`src/rtl/bus_arbiter.sv`:
```
// ============================================================================
//  Module   : bus_arbiter
//  Purpose  : Shares one req/ack memory bus between instruction fetch and data
//             access, buffers returned words and drops flushed fetches.
//  Revision : 1.0 - initial release
// ============================================================================
`default_nettype none

module bus_arbiter #(
    parameter int unsigned MAX_WAIT = 0
) (
    input  logic        clk,
    input  logic        rst,
    input  logic [5:0]  stall,
    input  logic        flush,
    input  logic        if_ce,
    input  logic [31:0] if_addr,
    output logic [31:0] if_rdata,
    output logic        if_stallreq,
    input  logic        mem_ce,
    input  logic        mem_we,
    input  logic [3:0]  mem_sel,
    input  logic [31:0] mem_addr,
    input  logic [31:0] mem_wdata,
    output logic [31:0] mem_rdata,
    output logic        mem_stallreq,
    output logic        bus_req,
    output logic        bus_we,
    output logic [3:0]  bus_sel,
    output logic [31:0] bus_addr,
    output logic [31:0] bus_wdata,
    input  logic [31:0] bus_rdata,
    input  logic        bus_ack,
    output logic        bus_err
);

    localparam int unsigned CW = (MAX_WAIT < 2) ? 1 : $clog2(MAX_WAIT + 1);

    typedef enum logic [2:0] {
        IDLE      = 3'd0,
        INST_BUSY = 3'd1,
        INST_DROP = 3'd2,
        DATA_BUSY = 3'd3,
        DATA_DROP = 3'd4
    } state_t;

    state_t        state_q, state_d;
    logic          bus_req_q, bus_req_d;
    logic          bus_we_q, bus_we_d;
    logic [3:0]    bus_sel_q, bus_sel_d;
    logic [31:0]   bus_addr_q, bus_addr_d;
    logic [31:0]   bus_wdata_q, bus_wdata_d;
    logic          bus_err_q, bus_err_d;
    logic          inst_valid_q, inst_valid_d;
    logic [31:0]   inst_buf_q, inst_buf_d;
    logic          data_valid_q, data_valid_d;
    logic [31:0]   data_buf_q, data_buf_d;
    logic [CW-1:0] wd_cnt_q, wd_cnt_d;
    logic          wd_fire;
    logic          unused_stall;

    assign unused_stall = ^{stall[5], stall[3:2], stall[0]};

    // Fires on the last permitted wait cycle; an ack in that same cycle still wins.
    assign wd_fire = (MAX_WAIT != 0) && !bus_ack && ((32'(wd_cnt_q) + 32'd1) == MAX_WAIT);

    always_comb begin
        state_d      = state_q;
        bus_we_d     = bus_we_q;
        bus_sel_d    = bus_sel_q;
        bus_addr_d   = bus_addr_q;
        bus_wdata_d  = bus_wdata_q;
        bus_err_d    = 1'b0;
        wd_cnt_d     = wd_cnt_q + CW'(1);
        inst_valid_d = inst_valid_q & stall[1] & ~flush;
        inst_buf_d   = inst_buf_q;
        data_valid_d = data_valid_q & stall[4] & ~flush;
        data_buf_d   = data_buf_q;

        case (state_q)
            IDLE: begin
                wd_cnt_d = '0;
                if (mem_ce && !data_valid_q && !flush) begin
                    state_d     = DATA_BUSY;
                    bus_we_d    = mem_we;
                    bus_sel_d   = mem_sel;
                    bus_addr_d  = mem_addr;
                    bus_wdata_d = mem_wdata;
                end else if (if_ce && !inst_valid_q && !flush) begin
                    state_d    = INST_BUSY;
                    bus_we_d   = 1'b0;
                    bus_sel_d  = 4'hF;
                    bus_addr_d = if_addr;
                end
            end
            INST_BUSY: begin
                if (bus_ack) begin
                    state_d = IDLE;
                    if (!flush) begin
                        inst_valid_d = 1'b1;
                        inst_buf_d   = bus_rdata;
                    end
                end else if (wd_fire) begin
                    state_d   = IDLE;
                    bus_err_d = 1'b1;
                    if (!flush) begin
                        inst_valid_d = 1'b1;
                        inst_buf_d   = '0;
                    end
                end else if (flush) begin
                    state_d  = INST_DROP;
                    wd_cnt_d = '0;
                end
            end
            DATA_BUSY: begin
                if (bus_ack) begin
                    state_d = IDLE;
                    if (!flush) begin
                        data_valid_d = 1'b1;
                        data_buf_d   = bus_rdata;
                    end
                end else if (wd_fire) begin
                    state_d   = IDLE;
                    bus_err_d = 1'b1;
                    if (!flush) begin
                        data_valid_d = 1'b1;
                        data_buf_d   = '0;
                    end
                end else if (flush) begin
                    state_d  = DATA_DROP;
                    wd_cnt_d = '0;
                end
            end
            INST_DROP, DATA_DROP: begin
                if (bus_ack) begin
                    state_d = IDLE;
                end else if (wd_fire) begin
                    state_d   = IDLE;
                    bus_err_d = 1'b1;
                end
            end
            default: state_d = IDLE;
        endcase

        bus_req_d = (state_d != IDLE);
    end

    always_ff @(posedge clk) begin
        if (rst) begin
            state_q      <= IDLE;
            bus_req_q    <= 1'b0;
            bus_we_q     <= 1'b0;
            bus_sel_q    <= '0;
            bus_addr_q   <= '0;
            bus_wdata_q  <= '0;
            bus_err_q    <= 1'b0;
            inst_valid_q <= 1'b0;
            inst_buf_q   <= '0;
            data_valid_q <= 1'b0;
            data_buf_q   <= '0;
            wd_cnt_q     <= '0;
        end else begin
            state_q      <= state_d;
            bus_req_q    <= bus_req_d;
            bus_we_q     <= bus_we_d;
            bus_sel_q    <= bus_sel_d;
            bus_addr_q   <= bus_addr_d;
            bus_wdata_q  <= bus_wdata_d;
            bus_err_q    <= bus_err_d;
            inst_valid_q <= inst_valid_d;
            inst_buf_q   <= inst_buf_d;
            data_valid_q <= data_valid_d;
            data_buf_q   <= data_buf_d;
            wd_cnt_q     <= wd_cnt_d;
        end
    end

    assign if_rdata     = inst_buf_q;
    assign mem_rdata    = data_buf_q;
    assign if_stallreq  = if_ce & ~inst_valid_q;
    assign mem_stallreq = mem_ce & ~data_valid_q;
    assign bus_req      = bus_req_q;
    assign bus_we       = bus_we_q;
    assign bus_sel      = bus_sel_q;
    assign bus_addr     = bus_addr_q;
    assign bus_wdata    = bus_wdata_q;
    assign bus_err      = bus_err_q;

endmodule

`default_nettype wire

```
`config.mk`:
```
export PLATFORM = sky130hd
export DESIGN_NAME = bus_arbiter
export DESIGN_NICKNAME = d
export VERILOG_FILES = /design/src/rtl/bus_arbiter.sv
export SDC_FILE = /design/constraint.sdc
export NUM_CORES = 1
export LEC_CHECK = 0
export CAP_MARGIN = 10
export CORE_MARGIN = 3
export CORE_UTILIZATION = 39
export DETAILED_ROUTE_END_ITERATION = 10
export GPL_ROUTABILITY_DRIVEN = 0
export MAX_ROUTING_LAYER = met4
export PLACE_DENSITY = 0.88
export SLEW_MARGIN = 20
export SYNTH_ARGS = -nofsm -noshare
export SYNTH_HDL_FRONTEND = slang
export SYNTH_SLANG_ARGS = --single-unit
```
`constraint.sdc`:
```
create_clock -name clk -period 1.9 [get_ports clk]
set_input_delay 0.19 -clock clk [delete_from_list [all_inputs] [get_ports clk]]
set_output_delay 0.19 -clock clk [all_outputs]
set_load 0.05 [all_outputs]
```
# After elaboration in Yosys (flattened, before gate mapping)
# Index checks and enable logic that the tools add are counted.
[classes]
reduce_logical = 15
n_bitwise = 9
muxes = 20
eq_ne = 4
[op_table]
columns = ["operator", "n"]
rows = [
  ["$mux 32", 2],
  ["$mux 3", 7],
  ["$pmux 3 s4", 1],
  ["$mux 1", 8],
  ["$mux 4", 2],
  ["$and 1x1->1", 6],
  ["$eq 3x2->1 const B", 2],
  ["$reduce_and 3->1", 2],
  ["$logic_and 1x1->1", 4],
  ["$reduce_and 2->1", 2],
  ["$eq 3x1->1 const B", 1],
  ["$eq 3x3->1 const B", 1],
  ["$logic_not 1->1", 3],
  ["$logic_not 3->1", 1],
  ["$not 1->1", 3],
  ["$reduce_bool 3->1", 1],
  ["$reduce_bool 2->1", 1],
  ["$reduce_or 2->1", 1],
]
[totals]
input_bits = 145
regBits = 139

# Depth between registers and ports, before layout
[logic_depth]
depth_word = 7
depth_mapped = 7
ltp_nobuf = 4

# Least setup slack after synthesis
# Ideal clock, no wire load.
[synth_path]
kind = "flip-flop to flip-flop"
startpoint = "register data_valid_q"
endpoint = "register bus_addr_q[2], in the netlist bus_addr[2]"
setup_slack_ns = -0.177
arrival_ns = 1.991
stages_incl_launch_ff = 7
n_path_buf = 2
synth_period_minus_slack_ns = 2.077
required_time_ns = 1.814
cell_sequence = "dfxtp_1 nor2b_1 nor2b_1 clkbuf_1 buf_2 a21oi_1 a211oi_1"
[synth_between]
elab_chain_cells = 5
[synth_lines]
columns = ["element", "line_no", "text"]
rows = [
  ["from (decl)", "56", "logic data_valid_q, data_valid_d;"],
  ["from (signal assigned)", "172", "data_valid_q <= data_valid_d;"],
  ["$logic_not 1->1 *", "83", "if (mem_ce && !data_valid_q && !flush) begin"],
  ["$logic_and 1x1->1 * (2 in a row)", "83", ""],
  ["$reduce_bool 2->1 (no line)", "--", ""],
  ["$reduce_and 2->1 (no line)", "--", ""],
  ["to (signal assigned)", "167", "bus_addr_q <= bus_addr_d;"],
  ["to (decl)", "51", "logic [31:0] bus_addr_q, bus_addr_d;"],
]
# Every way passes the cells marked *; elsewhere a longest branch is shown, timed or not.
# A chain may end at the register's enable or synchronous reset.

# Final worst setup path
[layout_path]
startpoint = "register bus_addr_q[7], in the netlist bus_addr[7]"
endpoint = "output bus_addr[7]"
[layout_rtl]
columns = ["element", "line_no", "text"]
rows = [
  ["to (decl)", "30", "output logic [31:0] bus_addr,"],
]
# No word-level cell between the ends.

==> flow_summary.toml <==
[status]
outcome = "complete, no violations"

[route]
m1WireLength_microns = 6665
first_pass_iters = 4
met2_length_microns = 8732
avgRoutedWirePerCell_microns = 15.59
vias = 5531
top_layer_used = "met4"
vias_per_cell = 5.015
drtAntennaViolNets = 0
drc = 0
routed_wl_microns = 17190
drt_iter0_drc = 330
wl_met3_microns = 1285

[logic_synthesis]
synth_fp_nets = 800
yosysUniqueCellTypes = 30
synth-seq-cells = 139
synth_top_cell_by_area = "dfxtp_1"
yosys-top-cells-area = "dfxtp_1 54%, nand2_1 16%, a21oi_1 13%"
syn_area_sq_um = 5155
synth_edf_count = 0
ys_seq_area_frac = 0.5398
synthArstFlopShare = 0
synth_cells = 655
ys.flop_type = "dfxtp_1"
yosys.area.top_type_share = 0.5398
synth_area_per_cell_sq_um = 7.870
yosys_warnings = 0

[critical_path]
crit_chain = "clkdlybuf4s50_1"
critPathLaunchType = "register"
crit_family = "buffers and inverters"
cp-end-kind = "output pin"
reg2reg_slack_ns = 0.13
slowest_stage = "clkdlybuf4s50_1"
r2r_start = "state_q[0]"
critPathMaxStageDelay_ns = 0.83
required_ns = 1.71
rr_endpoint = "bus_sel[2]"
cp-endpoint = "bus_addr[7]"
crit_arrival_ns = 1.60
crit_type = "reg2out"
crit_path_start = "bus_addr[7]"
crit_cells = 1
cp.buffers_inverters = 1
reg2reg_depth = 5
crit_fanout = 2

[floorplanning]
core_sq_um = 12770
num_rows = 41
initial_core_util = 0.4036
dieHeight_microns = 121.0
dieArea_sq_um = 14630
io_pins = 282
die_w_microns = 121.0

[sta]
finalCriticalPeriod_ns = 1.793
relSlewSlack = 0.6299
tightest_slew_ns = 0.5535
rsz0062_at_grt = "false"
setup_viol = 0
hold_viol_final = 0
fin_worst_skew_ns = 0.009248
final.period_utilization = 0.9438
layout_setup_ws_ns = 0.1067
fmax_mhz = 557.6
drv_slew = 0

[cells_and_area]
antenna_cells = 0
mostFrequentLayoutCell = "clkdlybuf4s50_1"
fin_cells = 1103
drive_above_1_share = 0.06874
layout_common_cells = "273 x clkdlybuf4s50_1, 226 x nand2_1, 139 x dfxtp_1"
final_nets = 1063
fin_util = 0.6881
syn2layout_area_growth_pct = 70.51

[clocking]
cts_setup_buffers = 0
insertion_delay_ns = 0.41
clk_pin_slew_ns = 0.06
cts_resized = 0
cts_buffers = 17
cts_tree = "done"
root_buffer = "clkbuf_16"
htree_levels = 4
clkSinkCount = 139
clk_path_buf_depth = 2
cts_hold_buf = 0

[placed_design]
port_buffers = 276
placed_cells = 1071
dp_hpwl_microns = 11930
pre_cts_ws_ns = -0.1866

[global_routing]
grt_overflow = 0
grt_pass1_wl_microns = 26540
grt_max_degree = 51
antenna_found_initial = 0
grt_usage = 0.2360
grt_pass1_vias = 5419

[pwr]
swShare = 0.2765
vdd_drop_max_mv = 0.4952
pwr-share-comb = 0.192
pwr-share-clk = 0.408
power.leakage_nw = 3.185
p_switching_mw = 2.146
internal_power_mw = 5.617
power_density_nw_per_um2 = 883.2
pwr-share-seq = 0.401

[min_path]
worstHoldPathType = "in2reg"

[flow_run]
drv_cap = 0
==> stage by stage <==
step / power, mW / cell area (sq um) / hold slack [ns] / setup TNS [ns]
after detailed placement: 4.659 / 8218 / 0.4457 / -5.222
after floorplan: 3.962 / 5160 / 0.3260 / 0
after global routing: 8.046 / 8790 / 0.1638 / 0
after global placement: 4.641 / 8218 / 0.4400 / -2.897
final: 7.763 / 8790 / 0.1641 / 0
after CTS: 7.842 / 8790 / 0.1459 / 0
==> power groups by stage <==
stage,sequential [mW],combinational (mW),clock (mW)
2_1_floorplan,3.60,0.366,0
3_3_place_gp,3.17,1.47,0
3_5_place_dp,3.17,1.49,0
4_1_cts,3.11,1.50,3.24
5_1_grt,3.12,1.58,3.34
6_report,3.11,1.49,3.17
==> area by class of cell <==
type / instances / area (sq um)
repair buffers: 298 / 3070
flip-flops and latches: 139 / 2783
inverters: 2 / 7.507
multi-input cells: 460 / 2142
fillers: 1025 / 3984
well taps: 172 / 215.2
clock buffers: 22 / 484.2
clock inverters: 10 / 87.58
==> per-layer routing <==
layer,track usage,vias up
li1,-,2698
met1,0.2560,2563
met2,0.3967,232
met5,-,-
met3,0.06993,38
met4,0.1126,0
==> flip-flops by register name, summed over array words and instances, names as in the netlist <==
signal	cells
bus_sel	4
inst_valid_q	1
bus_wdata	32
mem_rdata	32
bus_we	1
state_q	3
data_valid_q	1
bus_req	1
if_rdata	32
bus_addr	32
==> cells in the mapped netlist (2+ instances only) <==
cell,number
nor2_1,38
clkbuf_1,37
buf_6,3
nor3_1,3
dfxtp_1,139
a21oi_1,130
nor2b_1,5
a211oi_1,32
o22ai_1,4
buf_2,13
inv_1,2
nand2_1,226
o311ai_0,2
or3_1,3
nand3b_1,3
==> cells by family (layout without fill, tap and decap cells) <==
group	after synthesis	in the layout	share of synthesized area
XOR/XNOR	1	1	0.001699
flip-flops	139	139	0.5398
AO/OA/AOI/OAI	173	173	0.1883
buffers and inverters	56	332	0.04903
other	1	1	0.0007275
AND/OR/NAND/NOR	285	285	0.2204
==> how the worst min path moves through the flow <==
stage                 start           end  slack [ns]  cells past startpoint
6_report                rst    bus_sel[0]        0.16                      2
5_1_grt                 rst    bus_sel[0]        0.16                      2
4_1_cts                 rst    bus_sel[3]        0.15                      2
3_5_place_dp   if_rdata[12]  if_rdata[12]        0.45                      2
3_3_place_gp   bus_wdata[2]  bus_wdata[2]        0.44                      2
2_1_floorplan  mem_wdata[0]  bus_wdata[0]        0.33                      2
Power figures use the tool's default switching activity.
